[src/rtl/rr_grant_encoder_pkg.sv]
// Shared sizing and state encoding for the round-robin grant encoder.
// Imported by the priority encoder and the top-level arbiter.
package rr_grant_encoder_pkg;

    localparam int N    = 8;
    localparam int IDXW = 3;

    typedef enum logic {
        IDLE  = 1'b0,
        GRANT = 1'b1
    } state_t;

endpackage : rr_grant_encoder_pkg

[src/rtl/rr_prio_encoder.sv]
// Combinational round-robin priority search that starts at ptr and wraps N-1 -> 0.
// It rotates the requests so that ptr lands on bit 0, then does an LSB-first encode.
module rr_prio_encoder
    import rr_grant_encoder_pkg::*;
#(
    parameter int P_N    = N,
    parameter int P_IDXW = IDXW
) (
    input  logic [P_N-1:0]    req,
    input  logic [P_IDXW-1:0] ptr,
    output logic [P_IDXW-1:0] idx,
    output logic              any
);

    logic [2*P_N-1:0]  req_doubled;
    logic [P_N-1:0]    req_rotated;
    logic [P_IDXW-1:0] offset;

    // Doubling the vector turns the rotate-right into a plain variable part-select.
    assign req_doubled = {req, req};
    assign req_rotated = req_doubled[ptr +: P_N];

    always_comb begin
        offset = '0;
        for (int i = P_N - 1; i >= 0; i--) begin
            if (req_rotated[i]) begin
                offset = P_IDXW'(i);
            end
        end
    end

    // P_N is a power of two, so the IDXW-bit add wraps back to the true index.
    assign idx = ptr + offset;
    assign any = |req;

endmodule : rr_prio_encoder

[src/rtl/rr_grant_encoder.sv]
// Round-robin arbiter producing a registered binary grant index held until acknowledged.
// Shares one register-file write port between several producers.
module rr_grant_encoder
    import rr_grant_encoder_pkg::*;
#(
    parameter int P_N    = N,
    parameter int P_IDXW = IDXW
) (
    input  logic              clk,
    input  logic              rst_n,
    input  logic              En,
    input  logic [P_N-1:0]    req,
    output logic [P_IDXW-1:0] grant_idx,
    output logic [P_N-1:0]    grant_onehot,
    output logic              grant_vld,
    input  logic              grant_ack
);

    state_t            state_q, state_d;
    logic [P_IDXW-1:0] ptr_q, ptr_d;
    logic [P_IDXW-1:0] idx_d;
    logic [P_N-1:0]    onehot_d;
    logic              vld_d;
    logic [P_IDXW-1:0] enc_idx;
    logic              enc_any;

    rr_prio_encoder #(
        .P_N    (P_N),
        .P_IDXW (P_IDXW)
    ) u_prio (
        .req (req),
        .ptr (ptr_q),
        .idx (enc_idx),
        .any (enc_any)
    );

    always_comb begin
        state_d  = state_q;
        ptr_d    = ptr_q;
        idx_d    = grant_idx;
        onehot_d = grant_onehot;
        vld_d    = grant_vld;
        case (state_q)
            IDLE: begin
                if (En && enc_any) begin
                    idx_d    = enc_idx;
                    onehot_d = {{(P_N-1){1'b0}}, 1'b1} << enc_idx;
                    vld_d    = 1'b1;
                    state_d  = GRANT;
                end
            end
            GRANT: begin
                // Returning to IDLE forces one bubble cycle before the next grant.
                if (grant_ack) begin
                    ptr_d    = grant_idx + P_IDXW'(1);
                    onehot_d = '0;
                    vld_d    = 1'b0;
                    state_d  = IDLE;
                end
            end
            default: begin
                state_d  = IDLE;
                onehot_d = '0;
                vld_d    = 1'b0;
            end
        endcase
    end

    always_ff @(posedge clk or negedge rst_n) begin
        if (!rst_n) begin
            state_q      <= IDLE;
            ptr_q        <= '0;
            grant_idx    <= '0;
            grant_onehot <= '0;
            grant_vld    <= 1'b0;
        end else begin
            state_q      <= state_d;
            ptr_q        <= ptr_d;
            grant_idx    <= idx_d;
            grant_onehot <= onehot_d;
            grant_vld    <= vld_d;
        end
    end

endmodule : rr_grant_encoder

[config.mk]
export PLATFORM = sky130hd
export DESIGN_NAME = rr_grant_encoder
export DESIGN_NICKNAME = d
export VERILOG_FILES = /design/src/rtl/rr_grant_encoder_pkg.sv /design/src/rtl/rr_prio_encoder.sv /design/src/rtl/rr_grant_encoder.sv
export SDC_FILE = /design/constraint.sdc
export NUM_CORES = 1
export LEC_CHECK = 0
export BUFFER_PORTS_ARGS = -buffer_cell sky130_fd_sc_hd__buf_2
export CORE_UTILIZATION = 25
export CTS_CLUSTER_DIAMETER = 80
export DETAILED_ROUTE_END_ITERATION = 8
export SYNTH_ARGS = -nofsm -noshare
export SYNTH_HDL_FRONTEND = slang
export SYNTH_SLANG_ARGS = --single-unit
[constraint.sdc]
create_clock -name clk -period 2.75 [get_ports clk]
set_clock_uncertainty 0.15 [all_clocks]
set_input_delay 0 -clock clk [delete_from_list [all_inputs] [get_ports clk]]
set_output_delay 0 -clock clk [all_outputs]
set_load 0.02 [all_outputs]
==> results.tsv, run 1 <==
metric	value	unit
fillers	497	
clock.fmax	348	MHz
routed_via_density	4.87	
ys_types	50	
gp_congestion	0.861	
numCtsBuffers	3	
final_area	0.00184	mm2
finalMaxSlewViolations	0	
hp-class	in2reg	
setup_viol	8	
overflow	0	
finalNetCount	200	
drive_above_1_share	48.4	%
p_leak	0.899	nW
mostFrequentLayoutCell	buf_2	
die_h	74.0	um
violations	negative setup slack	
slew_headroom	54.6	%
avgRoutedWirePerCell	13.2	um
hold_viol	0	
post_dp_cell_area	0.00163	mm2
port_buffers	23	
finalSetupTns	-0.508	ns
synth.avg_cell_area	9.39	um2
dr_total_vias	1223	
post-place-ws	-0.224	ns
syn_area	0.00130	mm2
dp_hpwl	2500	um
grt_setup_unrepaired	yes	
dpl.cell_count	239	
crit_path_end_kind	register	
worst_path_max_delay_cell	mux4_2	
first_pass_iters	4	
powerDensity	1120	mW/mm2
ys.flop_type	dfrtp_1	
cap_violations	0	
worstPathCellList	buf_6, mux4_2, o221ai_2, nand2_1, ha_2, inv_2, fa_2, inv_2, nor3_2, a41o_1, a21o_1	
drt_wl_total	3300	um
clockBufferDepth	2	
start_util	26.7	%
die_w	74.0	um
final_cells	251	
holdWs	0.0319	ns
tightest_slew	0.679	ns
cts_sinks	16	
syn_nets	153	
grt_pass1_wl	5490	um
crit_path_start_kind	register	
clock_latency	0.25	ns
area_growth_syn_to_layout	42.2	%
cp_common_cell	inv_2	
drc_errors	0	
drtIter0Drc	40	
yosysTopAreaCell	dfrtp_1	
yosysTopAreaCellShare	30.9	%
crit_type	reg2reg	
grt_usage	13.1	%
ioPinCount	24	
h-tree-depth	1	
cts_root_buf	clkbuf_8	
antenna_found_initial	0	
synth-edff-count	0	
ant_nets	0	
timing.final.crit_share	104	%
critPathRequiredTime	2.75	ns
peakVddDrop	0.000588	V
synthTopCellsByArea	dfrtp_1 (31%), mux4_2 (6.9%), inv_1 (4.1%)	
syn_inst	138	
core	0.00485	mm2
path_clk_slew	0.07	ns
ys_seq_area_share	30.9	%
antenna_cells	0	
layout_common_cells	buf_2 (23), buf_4 (20), dfrtp_1 (16), nand2_1 (13), inv_1 (12)	
grt_max_degree	17	
critical_path_arrival	2.87	ns
row_count	25	
synth_warnings	0	
cts_tree	done	
die_area	0.00548	mm2
post-route-min-period	2.87	ns
status	complete, but fails checks	
worst-path-max-fanout	5	
grt_pass1_vias	1183	
ys_seq_elements	16	
cp_slowest_stage_delay	0.54	ns
async_flop_share	100	%
layout_setup_ws	-0.121	ns
[report_power, final]
| group | switching [mW] | internal, mW |
|---|---|---|
| combinational | 0.740 | 0.705 |
| sequential | 0.0820 | 0.322 |
| clock | 0.0849 | 0.127 |
[synthesized netlist by cell type (2+ instances only)]
| cell type | count |
|---|---|
| a21o_1 | 5 |
| a21oi_1 | 9 |
| a41o_1 | 4 |
| and2_1 | 2 |
| and3_1 | 4 |
| buf_2 | 2 |
| buf_6 | 2 |
| clkbuf_1 | 2 |
| dfrtp_1 | 16 |
| ha_1 | 2 |
| inv_1 | 14 |
| mux2_2 | 2 |
| mux4_2 | 4 |
| nand2_1 | 14 |
| nand2b_1 | 2 |
| nand4_1 | 2 |
| nor2_1 | 3 |
| nor3_1 | 8 |
| o211ai_1 | 2 |
| o21a_1 | 2 |
| o21ai_0 | 4 |
| o221ai_1 | 2 |
| o31ai_2 | 4 |
[sequential cells by signal, indices dropped and copies added, names as in the netlist]
| name | flops |
|---|---|
| grant_idx | 3 |
| grant_onehot | 8 |
| grant_vld | 1 |
| ptr_q | 3 |
| state_q | 1 |
[area by class of cell]
class                      count  area [um2]  share of cell area [%]
clock buffer                   4        55.1                    2.99
inverter                      15        56.3                    3.05
multi-input combinational    101         920                    49.9
sequential                    16         400                    21.7
tap                           67        83.8                    4.55
timing repair buffer          48         328                    17.8
[what timing repair did]
action | 4_1_cts | 5_1_grt
hold buffers | 2 | 0
pin swaps | 10 | 6
buffers inserted | 4 | 2
endpoints found under the hold margin | 17 | 0
setup endpoints to repair | 10 | 10
resized for setup | 10 | 10
[cells by family after synthesis]
group / share of synthesized area [%]
compound gates: 29.6
mux: 8.69
fa+ha+maj: 3.47
buf+inv: 7.43
flops: 30.9
simple gates: 18.5
xor+xnor: 1.35
[worst max-delay path, delay by kind of cell, from the launching register on]
| kind | cells | cell delay (ns) |
|---|---|---|
| AND/OR/NAND/NOR | 2 | 0.12 |
| AO/OA/AOI/OAI | 3 | 0.59 |
| adder cells (fa/ha/maj) | 2 | 0.63 |
| flip-flops | 1 | 0.42 |
| multiplexers | 1 | 0.54 |
| buffers and inverters | 3 | 0.31 |
[final timing paths]
path / from / to / slack, ns / cells past startpoint
min in group asynchronous: rst_n / grant_onehot[5]$_DFFE_PN0P_ / 0.05 / 2
min reg2reg: grant_onehot[3]$_DFFE_PN0P_ / grant_onehot[3]$_DFFE_PN0P_ / 0.33 / 2
min: En / state_q$_DFF_PN0_ / 0.03 / 3
max in group asynchronous: rst_n / ptr_q[0]$_DFFE_PN0P_ / 2.12 / 2
max: ptr_q[0]$_DFFE_PN0P_ / grant_onehot[5]$_DFFE_PN0P_ / -0.12 / 11
max reg2reg: ptr_q[0]$_DFFE_PN0P_ / grant_onehot[5]$_DFFE_PN0P_ / -0.12 / 11
[metal layers]
layer / wire [um] / part of all wire (%) / global-route usage (%) / vias up
met5: 0 / 0 / 0 / -
met4: 9 / 0.27 / 2.78 / 0
met3: 134 / 4.1 / 3.52 / 2
met2: 1610 / 49 / 21.7 / 16
met1: 1550 / 47 / 17.0 / 593
li1: - / - / - / 612
[stage by stage]
stage          utilization [%]  total power [mW]
2_1_floorplan                -              1.24
3_3_place_gp              33.7              1.57
3_5_place_dp              33.7              1.58
4_1_cts                   36.9              2.00
5_1_grt                   38.0              2.22
6_report                  38.0              2.06
Note: power is estimated with default switching activity, not from simulation.
==> run 2: changes to the inputs <==
- CORE_UTILIZATION: 25 -> 30
==> run 2 against run 1 <==
The flow still finishes with violations (negative setup slack). Cell area fell by 1.8%. Non-clock buffer count grew 2. Flip-flop and latch count stayed put. Critical path depth unchanged. Register-to-register slack hardly changed. Largest power group unchanged.
==> results.tsv, run 2 (synthesized netlist as in run 1, its figures left out) <==
metric	value	unit	change
peakVddDrop	0.000792	V	+35%
grt_usage	17.3	%	+4.2 points
fillers	405		-19%
critical_path_arrival	2.92	ns	+0.05 ns
p_leak	0.901	nW	+0.13%
area_growth_syn_to_layout	39.6	%	
violations	negative setup slack		
ioPinCount	24		unchanged
cap_violations	0		unchanged
layout_setup_ws	-0.134	ns	-0.0139 ns
port_buffers	23		unchanged
finalMaxSlewViolations	0		unchanged
hold_viol	0		unchanged
finalSetupTns	-0.670	ns	-0.162 ns
design_power_total	2.01	mW	-2.4%
switching_share	45.2	%	+1.2 points
first_pass_iters	4		unchanged
die_h	67.7	um	-8.5%
grt_setup_unrepaired	yes		
start_util	31.7	%	+5.0 points
finalNetCount	202		+1.0%
grt_pass1_wl	6000	um	+9.2%
worst_path_max_delay_cell	mux4_2		
cts_tree	done		
antenna_found_initial	0		unchanged
worst_path_dominant_cell_family	adder cells		
clkPwrFrac	10.4	%	about the same
slew_headroom	67.1	%	+12 points
cts_sinks	16		unchanged
crit_path_start_kind	register		
post-place-ws	-0.210	ns	+0.0138 ns
final_cells	236		-6.0%
status	complete, but fails checks		
combPwrFrac	70.7	%	+0.6 points
h-tree-depth	1		unchanged
die_w	67.7	um	-8.5%
crit_path_end_kind	register		
layout_common_cells	buf_2 (23), buf_4 (23), dfrtp_1 (16), nand2_1 (13), inv_1 (11)		
post-route-min-period	2.88	ns	+0.0139 ns
cts_root_buf	clkbuf_8		
clockBufferDepth	2		unchanged
die_area	0.00459	mm2	-16%
final_util	44.3	%	+6.3 points
crit_type	reg2reg		
holdWs	0.0488	ns	+0.0168 ns
intPower	1.10	mW	-4.6%
setup_viol	8		unchanged
drive_above_1_share	45.7	%	-2.7 points
gp_congestion	0.810		-5.9%
post_dp_cell_area	0.00166	mm2	+1.5%
powerDensity	1110	mW/mm2	-0.61%
dr_total_vias	1278		+4.5%
drt_wl_total	3590	um	+8.8%
final_area	0.00181	mm2	-1.8%
core	0.00409	mm2	-16%
tightest_slew	0.492	ns	-0.187 ns
worstPathCellList	buf_12, mux4_2, o221ai_2, nand2_1, ha_2, inv_2, fa_2, nor3_1, buf_4, a41o_1, a21o_1		
antenna_cells	0		unchanged
drc_errors	0		unchanged
timing.final.crit_share	105	%	+0.50 points
row_count	23		-8.0%
crit_buf_inv	3		unchanged
top_regs	grant_onehot x8, grant_idx x3, ptr_q x3		
drtIter0Drc	38		-5.0%
cp_slowest_stage_delay	0.56	ns	+0.02 ns
path_clk_slew	0.07	ns	about the same
routed_via_density	5.42		+11%
dpl.cell_count	228		-4.6%
overflow	0		unchanged
worst-path-max-fanout	18		+13
power_frac_seq	18.9	%	-0.7 points
grt_max_degree	19		+2
ant_nets	0		unchanged
grt_pass1_vias	1258		+6.3%
clock_latency	0.25	ns	about the same
hp-class	in2async		
switching_power	909	uW	+0.27%
avgRoutedWirePerCell	15.2	um	+16%
numCtsBuffers	3		unchanged
critPathRequiredTime	2.79	ns	+0.04 ns
dp_hpwl	2810	um	+12%
clock.fmax	347	MHz	-0.48%
largest_reg_flops	8		unchanged
top_register	grant_onehot		
## run 2: worst paths after layout
check                      slack (ns)             startpoint  cells after the start                           to
max                             -0.13   ptr_q[0]$_DFFE_PN0P_                     11  grant_onehot[6]$_DFFE_PN0P_
min                              0.05                  rst_n                      2  grant_onehot[6]$_DFFE_PN0P_
max reg2reg                     -0.13   ptr_q[0]$_DFFE_PN0P_                     11  grant_onehot[6]$_DFFE_PN0P_
min reg2reg                      0.32  grant_vld$_DFFE_PN0P_                      2        grant_vld$_DFFE_PN0P_
max in group asynchronous        2.13                  rst_n                      2         ptr_q[0]$_DFFE_PN0P_
min in group clk                 0.20                 req[6]                      5     grant_idx[2]$_DFFE_PN0P_
## run 2: routing by layer
layer,global-route usage (%),wire [um],part of all wire [%],vias to the layer above
met1,21.2,1600,44,624
met3,1.86,126,3.5,8
met4,3.72,73,2.0,0
li1,-,-,-,613
met5,0,0,0,-
met2,31.9,1800,50,33
## run 2: final cells by class
class                      count  area, um2  share of cell area (%)
multi-input combinational    101        895                    49.4
tap                           50       62.6                    3.46
clock buffer                   4       55.1                    3.04
inverter                      15       58.8                    3.25
sequential                    16        400                    22.1
timing repair buffer          50        338                    18.7
## run 2: what timing repair did
item / in CTS / in global routing
pin swaps: 2 / 2
setup endpoints to repair: 9 / 9
hold endpoints to repair: 18 / 0
resized for setup: 6 / 8
buffers inserted: 1 / 0
hold buffers: 3 / 0
## run 2: power by group through the flow
stage / Sequential (mW) / Combinational [mW] / Clock, mW
2_1_floorplan: 0.460 / 0.775 / 0
3_3_place_gp: 0.383 / 1.24 / 0
3_5_place_dp: 0.385 / 1.26 / 0
4_1_cts: 0.382 / 1.37 / 0.213
5_1_grt: 0.396 / 1.53 / 0.226
6_report: 0.381 / 1.42 / 0.209
==> run 3: changes to the inputs <==
- CORE_UTILIZATION: 30 -> 37
- SYNTH_HIERARCHICAL: default -> 1
==> run 3 against run 2 <==
The flow still finishes with violations (negative setup slack). Worst setup slack got worse by 0.52 ns. Total power rose by 32%. Cell count is 12% lower. Sequential power rose by 2%. Critical path depth grew 1. Critical path type unchanged. Cell area up 0.21%. Maximum frequency down 15%. Critical endpoint unchanged. Combinational power rose by 51%. Flip-flop and latch count unchanged. Utilization rose by 9.2 points. Sequential share of layout area about the same.
==> results.tsv, run 3 <==
metric	value	unit	change
clock.fmax	293	MHz	-15%
clockBufferDepth	2		unchanged
slew_headroom	68.2	%	+1.1 points
post-place-ws	-0.932	ns	-0.722 ns
busiest_layer	met2		
drive_above_1_share	56.2	%	+10 points
cts_root_buf	clkbuf_4		
drc_errors	0		unchanged
port_buffers	23		unchanged
ys_types	35		-30%
synth_xor_area_share	1.98	%	+0.63 points
power_frac_seq	14.7	%	-4.2 points
die_w	61.8	um	-8.7%
hp-class	in2reg		
final_area	0.00181	mm2	+0.21%
numCtsBuffers	3		unchanged
grt_pass1_wl	4710	um	-22%
cts_sinks	16		unchanged
cp_common_cell	xnor2_4		
switching_power	1.08	mW	+19%
async_flop_share	100	%	unchanged
syn_inst	111		-20%
clock_latency	0.28	ns	+0.03 ns
core	0.00339	mm2	-17%
yosysTopAreaCellShare	30.2	%	-0.67 points
crit_path_start_kind	register		
worst_path_max_delay_cell	mux4_2		
area_growth_syn_to_layout	36.8	%	
row_count	21		-8.7%
synth.avg_cell_area	11.9	um2	+27%
synth_top_family_by_area	multiplexers		
ys_seq_area_share	30.2	%	-0.67 points
tightest_slew	0.477	ns	-0.0153 ns
finalNetCount	179		-11%
p_leak	0.882	nW	-2.0%
violations	negative setup slack		
synth-simple-area-share	10.5	%	-8.1 points
grt_max_degree	14		-5
grt_pass1_vias	992		-21%
hold_viol	0		unchanged
dr_total_vias	1062		-17%
h-tree-depth	1		unchanged
ys.flop_type	dfrtp_1		
largest_reg_flops	8		unchanged
post-route-min-period	3.41	ns	+0.525 ns
start_util	39.1	%	+7.4 points
synth_warnings	6		+6
cts_tree	done		
mostFrequentLayoutCell	buf_4		
worstPathCellList	mux4_2, mux2i_4, o311ai_2, a21bo_2, a31oi_1, ha_2, inv_2, fa_2, xnor2_4, xnor2_4, and4bb_1, mux2_4		
met2_usage	27.5	%	-4.4 points
synthTopCellsByCount	dfrtp_1 (16), mux2i_1 (9), inv_1 (8), mux2_2 (8), mux4_1 (7)		
syn_area	0.00133	mm2	+2.2%
yosysTopAreaCell	dfrtp_1		
synthTopCellsByArea	dfrtp_1 (30%), mux4_1 (14%), mux2i_1 (6.8%)		
drt_wl_total	3020	um	-16%
crit_type	reg2reg		
r2r_setup_slack	-0.66	ns	-0.52 ns
final_util	53.5	%	+9.2 points
powerDensity	1460	mW/mm2	+32%
status	complete, but fails checks		
drtIter0Drc	31		-18%
post_dp_cell_area	0.00163	mm2	-1.7%
die_area	0.00382	mm2	-17%
path_clk_slew	0.09	ns	+0.02 ns
peakVddDrop	0.000943	V	+19%
switching_share	40.8	%	-4.5 points
first_pass_iters	4		unchanged
ioPinCount	24		unchanged
grtUsageMet1	24.4	%	+3.2 points
intPower	1.57	mW	+43%
grt_usage	17.2	%	-0.12 points
layout_setup_ws	-0.659	ns	-0.525 ns
routed_via_density	5.11		-5.7%
hold_path_depth	3		
clkPwrFrac	4.6	%	-5.8 points
layout_common_cells	buf_4 (29), buf_2 (23), dfrtp_1 (15), mux2i_1 (8)		
critical_path_arrival	3.43	ns	+0.51 ns
cp_slowest_stage_delay	0.56	ns	about the same
synth-edff-count	0		unchanged
synthAdderAreaFrac	3.40	%	-0.075 points
critPathRequiredTime	2.77	ns	-0.02 ns
holdWs	0.0303	ns	-0.0184 ns
dp_hpwl	2190	um	-22%
finalSetupTns	-5.74	ns	-5.07 ns
ant_nets	0		unchanged
combPwrFrac	80.7	%	+10 points
overflow	0		unchanged
top_regs	grant_onehot x8, grant_idx x3, ptr_q x3		
yosysMostFrequentCell	dfrtp_1		
gr-usage-met3	2.07	%	+0.21 points
crit_path_end_kind	register		
antenna_found_initial	0		unchanged
syn_nets	126		-18%
gp_congestion	0.889		+9.8%
avgRoutedWirePerCell	14.5	um	-4.7%
timing.final.crit_share	124	%	+19 points
grt_setup_unrepaired	yes		
finalMaxSlewViolations	0		unchanged
synth_compound_area_share	13.0	%	-17 points
ys_seq_elements	16		unchanged
r2r.worst_path.cells	12		+1
cap_violations	0		unchanged
die_h	61.8	um	-8.7%
muxShareOfSynthArea	34.3	%	+26 points
antenna_cells	0		unchanged
setup_viol	10		+2
worst-path-max-fanout	7		-11
top_register	grant_onehot		
## run 3: kinds of logic after synthesis
group                    Yosys count
multiplexers                      30
AO/OA/AOI/OAI                     21
AND/OR/NAND/NOR                   21
XOR/XNOR                           3
flip-flops                        16
adder cells (fa/ha/maj)            3
buffers and inverters             17
## run 3: final cells by class
| cell class | count | area [um2] |
|---|---|---|
| fillers | 285 | 1580 |
| multi-input cells | 78 | 917 |
| flip-flops and latches | 16 | 402 |
| repair buffers | 57 | 384 |
| well taps | 46 | 57.6 |
| inverters | 8 | 30.0 |
| clock buffers | 3 | 22.5 |
## run 3: repair_timing
| action | in CTS | in global routing |
|---|---|---|
| resized for setup | 13 | 4 |
| setup buffers | 3 | 2 |
| pin swaps | 2 | 3 |
| hold buffers | 4 | 0 |
| endpoints found under the setup margin | 11 | 11 |
| endpoints found under the hold margin | 20 | 0 |
## run 3: power groups by stage
stage / Clock, mW / Sequential, mW / Combinational [mW]
2_1_floorplan: 0 / 0.441 / 1.13
3_3_place_gp: 0 / 0.393 / 1.62
3_5_place_dp: 0 / 0.396 / 1.66
4_1_cts: 0.128 / 0.389 / 1.95
5_1_grt: 0.136 / 0.398 / 2.31
6_report: 0.122 / 0.389 / 2.14
## run 3: per-layer routing
layer | part of all wire [%] | up-vias | wire length, um
li1 | - | 524 | -
met3 | 2.0 | 4 | 60
met2 | 48 | 18 | 1450
met4 | 0.70 | 0 | 21
met5 | 0 | - | 0
met1 | 49 | 516 | 1490
## run 3: metrics by stage
step / instances / power [mW]
finish: 208 / 2.65
global route: 208 / 2.84
CTS: 206 / 2.47
detailed placement: 196 / 2.06
global placement: 196 / 2.02
floorplan: 111 / 1.57
## run 3: worst paths after layout
check | start | endpoint
max | ptr_q[0]$_DFFE_PN0P_ | grant_onehot[6]$_DFFE_PN0P_
min | En | grant_onehot[3]$_DFFE_PN0P_
max reg2reg | ptr_q[0]$_DFFE_PN0P_ | grant_onehot[6]$_DFFE_PN0P_
min reg2reg | grant_idx[0]$_DFFE_PN0P_ | ptr_q[0]$_DFFE_PN0P_
max in group asynchronous | rst_n | ptr_q[2]$_DFFE_PN0P_
min in group asynchronous | rst_n | ptr_q[0]$_DFFE_PN0P_
## run 3: critical path, delay by kind of cell (launching register included)
family	cells	cell delay, ns
buffers and inverters	1	0.04
DFF	1	0.43
xor gates and xnor gates	2	0.33
and+or+nand+nor	1	0.23
AOI/OAI and AO/OA	3	0.53
muxes	3	1.02
adders and majority gates	2	0.57
